[src/rtl/screen_memory_engine.sv]
// Character screen memory: CPU port, registered display port and a fill engine.
// Define SCRMEM_SCROLL_EN to add the hardware scroll-up command.
module screen_memory_engine #(
    parameter int    Abits     = 11,
    parameter int    Dbits     = 3,
    parameter int    COLS      = 40,
    parameter int    ROWS      = 30,
    parameter string INIT_FILE = "screen_memory.txt"
) (
    input  logic             clock,
    input  logic             reset,
    input  logic             wr,
    input  logic [Abits-1:0] addr,
    input  logic [Dbits-1:0] din,
    output logic [Dbits-1:0] dout,
    input  logic [Abits-1:0] screenAddr,
    output logic [Dbits-1:0] character,
    input  logic             fill_start,
    input  logic [Abits-1:0] fill_base,
    input  logic [Abits:0]   fill_count,
    input  logic [Dbits-1:0] fill_value,
    input  logic             scroll_start,
    output logic             busy,
    output logic             done,
    output logic             wr_dropped
);
    localparam int               DEPTH   = COLS * ROWS;
    localparam logic [Abits:0]   DEPTH_W = (Abits+1)'(DEPTH);
    localparam logic [Abits-1:0] LAST    = Abits'(DEPTH - 1);

`ifdef SCRMEM_SCROLL_EN
    localparam logic [Abits-1:0] COPY_LAST = Abits'(DEPTH - COLS - 1);
    typedef enum logic [1:0] {IDLE, FILL, SCROLL_COPY, SCROLL_CLEAR} state_t;
`else
    typedef enum logic [1:0] {IDLE, FILL} state_t;
    logic unused_scroll;
    assign unused_scroll = scroll_start;
`endif

    logic [Dbits-1:0] mem [DEPTH];

    state_t           state_q;
    logic [Abits-1:0] ptr_q;
    logic [Abits:0]   rem_q;
    logic [Dbits-1:0] val_q;
    logic             busy_q, done_q, drop_q;
    logic [Dbits-1:0] char_q;

    logic             addr_ok, sa_ok, base_ok;
    logic             eng_we;
    logic [Dbits-1:0] eng_data;

    assign addr_ok = {1'b0, addr} < DEPTH_W;
    assign sa_ok   = {1'b0, screenAddr} < DEPTH_W;
    assign base_ok = {1'b0, fill_base} < DEPTH_W;

    assign dout       = addr_ok ? mem[addr] : '0;
    assign character  = char_q;
    assign busy       = busy_q;
    assign done       = done_q;
    assign wr_dropped = drop_q;

    always_comb begin
        eng_we   = 1'b0;
        eng_data = val_q;
        case (state_q)
            FILL: eng_we = 1'b1;
`ifdef SCRMEM_SCROLL_EN
            SCROLL_COPY: begin
                eng_we   = 1'b1;
                eng_data = mem[ptr_q + Abits'(COLS)];
            end
            SCROLL_CLEAR: eng_we = 1'b1;
`endif
            default: eng_we = 1'b0;
        endcase
    end

    // Engine and CPU never write together: CPU writes need busy low.
    always_ff @(posedge clock) begin
        if (eng_we && !reset)
            mem[ptr_q] <= eng_data;
        else if (wr && !busy_q && addr_ok)
            mem[addr] <= din;
    end

    always_ff @(posedge clock) begin
        if (reset) char_q <= '0;
        else       char_q <= sa_ok ? mem[screenAddr] : '0;
    end

    always_ff @(posedge clock) begin
        if (reset) begin
            state_q <= IDLE;
            ptr_q   <= '0;
            rem_q   <= '0;
            val_q   <= '0;
            busy_q  <= 1'b0;
            done_q  <= 1'b0;
            drop_q  <= 1'b0;
        end else begin
            done_q <= 1'b0;
            drop_q <= wr && busy_q;
            case (state_q)
                IDLE: begin
                    if (fill_start) begin
                        val_q <= fill_value;
                        if (fill_count != '0 && base_ok) begin
                            ptr_q   <= fill_base;
                            rem_q   <= fill_count;
                            state_q <= FILL;
                            busy_q  <= 1'b1;
                        end else begin
                            done_q <= 1'b1;
                        end
                    end
`ifdef SCRMEM_SCROLL_EN
                    else if (scroll_start) begin
                        val_q   <= fill_value;
                        ptr_q   <= '0;
                        state_q <= SCROLL_COPY;
                        busy_q  <= 1'b1;
                    end
`endif
                end
                FILL: begin
                    ptr_q <= ptr_q + 1'b1;
                    rem_q <= rem_q - 1'b1;
                    if (rem_q == (Abits+1)'(1) || ptr_q == LAST) begin
                        state_q <= IDLE;
                        busy_q  <= 1'b0;
                        done_q  <= 1'b1;
                    end
                end
`ifdef SCRMEM_SCROLL_EN
                SCROLL_COPY: begin
                    ptr_q <= ptr_q + 1'b1;
                    if (ptr_q == COPY_LAST) state_q <= SCROLL_CLEAR;
                end
                SCROLL_CLEAR: begin
                    ptr_q <= ptr_q + 1'b1;
                    if (ptr_q == LAST) begin
                        state_q <= IDLE;
                        busy_q  <= 1'b0;
                        done_q  <= 1'b1;
                    end
                end
`endif
                default: state_q <= IDLE;
            endcase
        end
    end
endmodule

[config.mk]
export PLATFORM = sky130hd
export DESIGN_NAME = screen_memory_engine
export DESIGN_NICKNAME = d
export VERILOG_FILES = /design/src/rtl/screen_memory_engine.sv
export SDC_FILE = /design/constraint.sdc
export NUM_CORES = 2
export LEC_CHECK = 0
export BUFFER_PORTS_ARGS = -buffer_cell sky130_fd_sc_hd__buf_2
export CELL_PAD_IN_SITES_DETAIL_PLACEMENT = 0
export CELL_PAD_IN_SITES_GLOBAL_PLACEMENT = 2
export CORE_ASPECT_RATIO = 1.4
export CORE_MARGIN = 2
export CORE_UTILIZATION = 45
export CTS_CLUSTER_DIAMETER = 80
export CTS_CLUSTER_SIZE = 25
export DETAILED_ROUTE_END_ITERATION = 6
export PLACE_DENSITY_LB_ADDON = 0.12
export SYNTH_ARGS = -nofsm -noshare
export SYNTH_HDL_FRONTEND = slang
export SYNTH_SLANG_ARGS = --single-unit
[constraint.sdc]
create_clock -name clock -period 44.9 [get_ports clock]
set_input_delay 13.47 -clock clock [delete_from_list [all_inputs] [get_ports clock]]
set_output_delay 13.47 -clock clock [all_outputs]
set_load 0.01 [all_outputs]
==> results.txt <==
The flow ran to the end, but the final reports show violations. The checks that failed: design-rule violations, max-capacitance violations. Power spread over the standard cell area amounts to 34.6 mW/mm².

The average via count per standard cell came out at 7.13. The count of distinct cell types in the synthesized netlist is 87. The share of post-route cells with drive strength above 1 came out at 25.2%.

The library cell used most frequently in the layout, excluding fill and tap cells, is sky130_fd_sc_hd__edfxtp_1. The worst-case IR drop observed on VDD is 29.1 µV. The worst-margin pin slew is 1.43 ns. Leaving out fill and tap cells, the most frequent cells in the layout are sky130_fd_sc_hd__edfxtp_1 (3600), sky130_fd_sc_hd__mux4_2 (1630), sky130_fd_sc_hd__nor2_1 (1338), sky130_fd_sc_hd__mux2i_1 (675), sky130_fd_sc_hd__buf_4 (389). The die is 532 µm wide. The portion of the clock cycle consumed by the worst path in the final layout is 76.7%.

The average wire length per cell after detail routing is 45.9 µm. The total global routing track utilization is 34.9%. The critical path launch point type is a primary input. The final setup violation count is 0.

The number of global-route vias before repair was 109k. The HPWL after detailed placement is 447000 µm. The class of the most critical setup path is primary input to output pin. The finished layout holds 15.2k standard cells, fillers aside.

The path class of the lowest-slack min-delay path is flop to flop. The count of buffers inserted at the top-level ports came out at 63. Buffers added to address setup during post-CTS repair amount to 0. After synthesis the netlist holds a flip-flop and latch count of 3632.

The setup total negative slack is 0 ns. Pin placement for this block handled 65 I/O pins. The clock-pin transition on the worst setup and hold timing paths came out at 0.09 ns.

The initial antenna violation count came out at 77. The leakage power of the design came out at 57.1 nW. The power consumption is 6.43 mW.

The number of design rule violations left after detail routing came out at 3. The number of buffers added by the clock tree synthesis step is 179. The global placer's final weighted congestion is 0.921. The setup skew after layout came out at 0.0590 ns. The number of nets in the synthesized netlist is 10.2k. The part of the total power dissipated in the clock network came out at 29.5%. The die extent in y came out at 743 µm. The biggest fanout along the worst timing path is 40. The source-to-sink clock delay at the later pin of the worst-skew pair came out at 0.98 ns. The internal power of the cells came out at 4.77 mW.

The post-cts resize count came out at 0. The number of flops mapped to enable cells by yosys came out at 3600. The mean post-synth cell area is 17.3 µm². The achievable frequency is 0.0290 GHz.

The proportion of synthesized chip area in sequential cells came out at 62.0%. The global-route track usage on met1 is 42.6%. The compound-gate portion of the synthesized area came out at 5.04%. The number of warnings issued by yosys came out at 0. The starting density of the core is 45.2%. The element type at the critical path end is an output pin.

For this run, asynchronously set or reset flops after synthesis account for 0%. The share of Yosys cell area claimed by the top area cell type came out at 61.6%. By area, the combinational part of the netlist is dominated by multiplexers. The number of instances in the placed design came out at 14.9k. The overall overflow remaining after global route came out at 0.

CTS placed an instance of sky130_fd_sc_hd__clkbuf_16 at the clock tree root. The layout overhead on the synthesized area came out at 5.98%. The maximum number of pins on one net before global-route repair is 214. In the post-synthesis netlist, the biggest area contributors are sky130_fd_sc_hd__edfxtp_1 (62%), sky130_fd_sc_hd__mux4_2 (21%), sky130_fd_sc_hd__mux2i_1 (3.9%), sky130_fd_sc_hd__nor2_1 (2.9%), sky130_fd_sc_hd__a22oi_1 (0.91%).

The layer flagged by global routing as most heavily used is met2. The met2 track demand over resource in global routing came out at 56.4%. The share of total power consumed by net switching is 25.9%. The switching power of the nets came out at 1.66 mW. The post-synthesis cell count came out at 10.1k. The endpoint arrival time on the critical path is 20.99 ns. The core region is 0.389 mm². The remaining number of nets flagged by the antenna check after routing came out at 0.

TritonCTS built the clock tree. The post-synthesis share of cell area spent on full adders, half adders and majority gates came out at 0.0214%. The normalized max-slew margin is 1.94%. The worst setup slack for register-to-register paths is 37.94 ns. After layout, the minimum clock period comes to 34.46 ns. The clock tree buffer depth is 4. The count of routing violations after the opening detailed-route iteration is 15.9k. Of the post-synthesis cell area, the part taken by muxes is 25.2%.

The share of power burned in combinational logic came out at 11.9%. The final count of pins violating max slew was 0. The worst endpoint required time is 31.43 ns. The area of the die came out at 0.395 mm².

The number of clock sinks is 3632. The number of iterations in the first detailed-routing pass is 7. The final count of hold timing violations is 0. The hold buffer count at CTS came out at 0. For this run, global-route usage on met3 was measured as 6.83%. The number of nets in the finished design came out at 9934. The largest area contributor in the synthesized netlist is sky130_fd_sc_hd__edfxtp_1.

The simple-gate area share of the yosys netlist is 4.63%. The via count of the routed design came out at 108k. The netlist area before placement came out at 0.175 mm². After Yosys synthesis, XOR and XNOR cells account for 0.00499% of the synthesized area. For this run, the leading register cell type out of synthesis is sky130_fd_sc_hd__edfxtp_1. Setup repair after global routing left no endpoint under its margin. The first global-routing pass estimated 939000 µm of wire. The count of standard-cell rows is 271. The wire length after detailed routing is 696000 µm. The max-cap violation count is 1. The total number of H-tree levels came out at 4. The register share of total power came out at 58.7%.
[final timing paths]
| kind | cells past startpoint | end | start |
|---|---|---|---|
| setup / recovery | 12 | dout[0] | addr[1] |
| hold / removal | 2 | rem_q[3]$_SDFFE_PP0P_ | rem_q[3]$_SDFFE_PP0P_ |
| setup reg to reg | 12 | mem[816][2]$_DFFE_PP_ | state_q[0]$_SDFFE_PP0P_ |
| hold reg to reg | 2 | rem_q[3]$_SDFFE_PP0P_ | rem_q[3]$_SDFFE_PP0P_ |
[registers in the layout (all words and copies together), names as in the netlist]
| register | flops |
|---|---|
| rem_q | 12 |
| wr_dropped | 1 |
| ptr_q | 11 |
| character | 3 |
| done | 1 |
| state_q | 1 |
| mem | 3600 |
| eng_data | 3 |
[logic make-up after synthesis]
| kind of cell | count (synthesis) |
|---|---|
| compound gates | 1247 |
| xor+xnor | 1 |
| fa+ha+maj | 3 |
| buf+inv | 947 |
| flops | 3632 |
| mux | 2365 |
| simple gates | 1951 |
[per-stage QoR]
step / area (µm²) / hold WS, ns / utilization, % / worst slack (ns)
final: 186000 / 0.503 / 47.9 / 10.44
after global routing: 186000 / 0.519 / 47.8 / 10.71
after CTS: 186000 / 0.496 / 47.8 / 11.04
after detailed placement: 181000 / 0.482 / 46.5 / 11.04
after global placement: 181000 / 0.476 / 46.5 / 11.07
after floorplan: 175000 / 0.457 / - / 12.65
[critical path: stages]
cell and delay [ns]:
sky130_fd_sc_hd__buf_8 0.29, sky130_fd_sc_hd__buf_4 0.54, sky130_fd_sc_hd__buf_4 0.67, sky130_fd_sc_hd__buf_4 0.74, sky130_fd_sc_hd__buf_4 0.67, sky130_fd_sc_hd__mux4_2 0.42, sky130_fd_sc_hd__mux4_2 0.55, sky130_fd_sc_hd__a2111oi_0 1.13
sky130_fd_sc_hd__o21ai_0 0.58, sky130_fd_sc_hd__a31oi_1 0.86, sky130_fd_sc_hd__a31oi_1 0.56, sky130_fd_sc_hd__buf_2 0.31
[synth_stat cells, drive strengths merged (11+ instances only)]
cell type,count
nor2b,29
o2111ai,13
and3,11
a221oi,150
o221ai,19
nand2,251
or3,14
mux2i,675
and2,18
clkbuf,396
edfxtp,3600
a21oi,229
a221o,67
mux4,1633
nor3,81
mux2,57
nand3,65
o21ai,162
a22oi,212
a22o,33
a31oi,47
nor4,31
dfxtp,32
nand2b,35
buf,521
o31ai,28
a211oi,55
o22ai,93
nor2,1350
a2111oi,29
inv,26
a311oi,15
nand4,11
o211ai,19
[layer usage]
layer | up-vias | wire length [µm]
met2 | 6884 | 333000
met3 | 1595 | 66700
met1 | 58200 | 241000
met5 | - | 164
li1 | 41400 | -
met4 | 24 | 55400
[area by class of cell]
cell class | instances | area [µm²]
inverters | 30 | 138
repair buffers | 465 | 3660
clock buffers | 203 | 4660
diodes | 45 | 113
flip-flops and latches | 3632 | 109000
clock inverters | 38 | 375
multi-input cells | 5567 | 61800
well taps | 5187 | 6490
fillers | 32800 | 203000
[power groups by stage]
stage          combinational, mW  sequential [mW]  clock [mW]
5_1_grt                    0.777             3.77        2.00
6_report                   0.765             3.77        1.90
3_3_place_gp               0.744             3.85           0
3_5_place_dp               0.752             3.85           0
4_1_cts                    0.753             3.77        1.91
2_1_floorplan              0.423             4.00           0
Note: power is estimated with default switching activity, not from simulation.
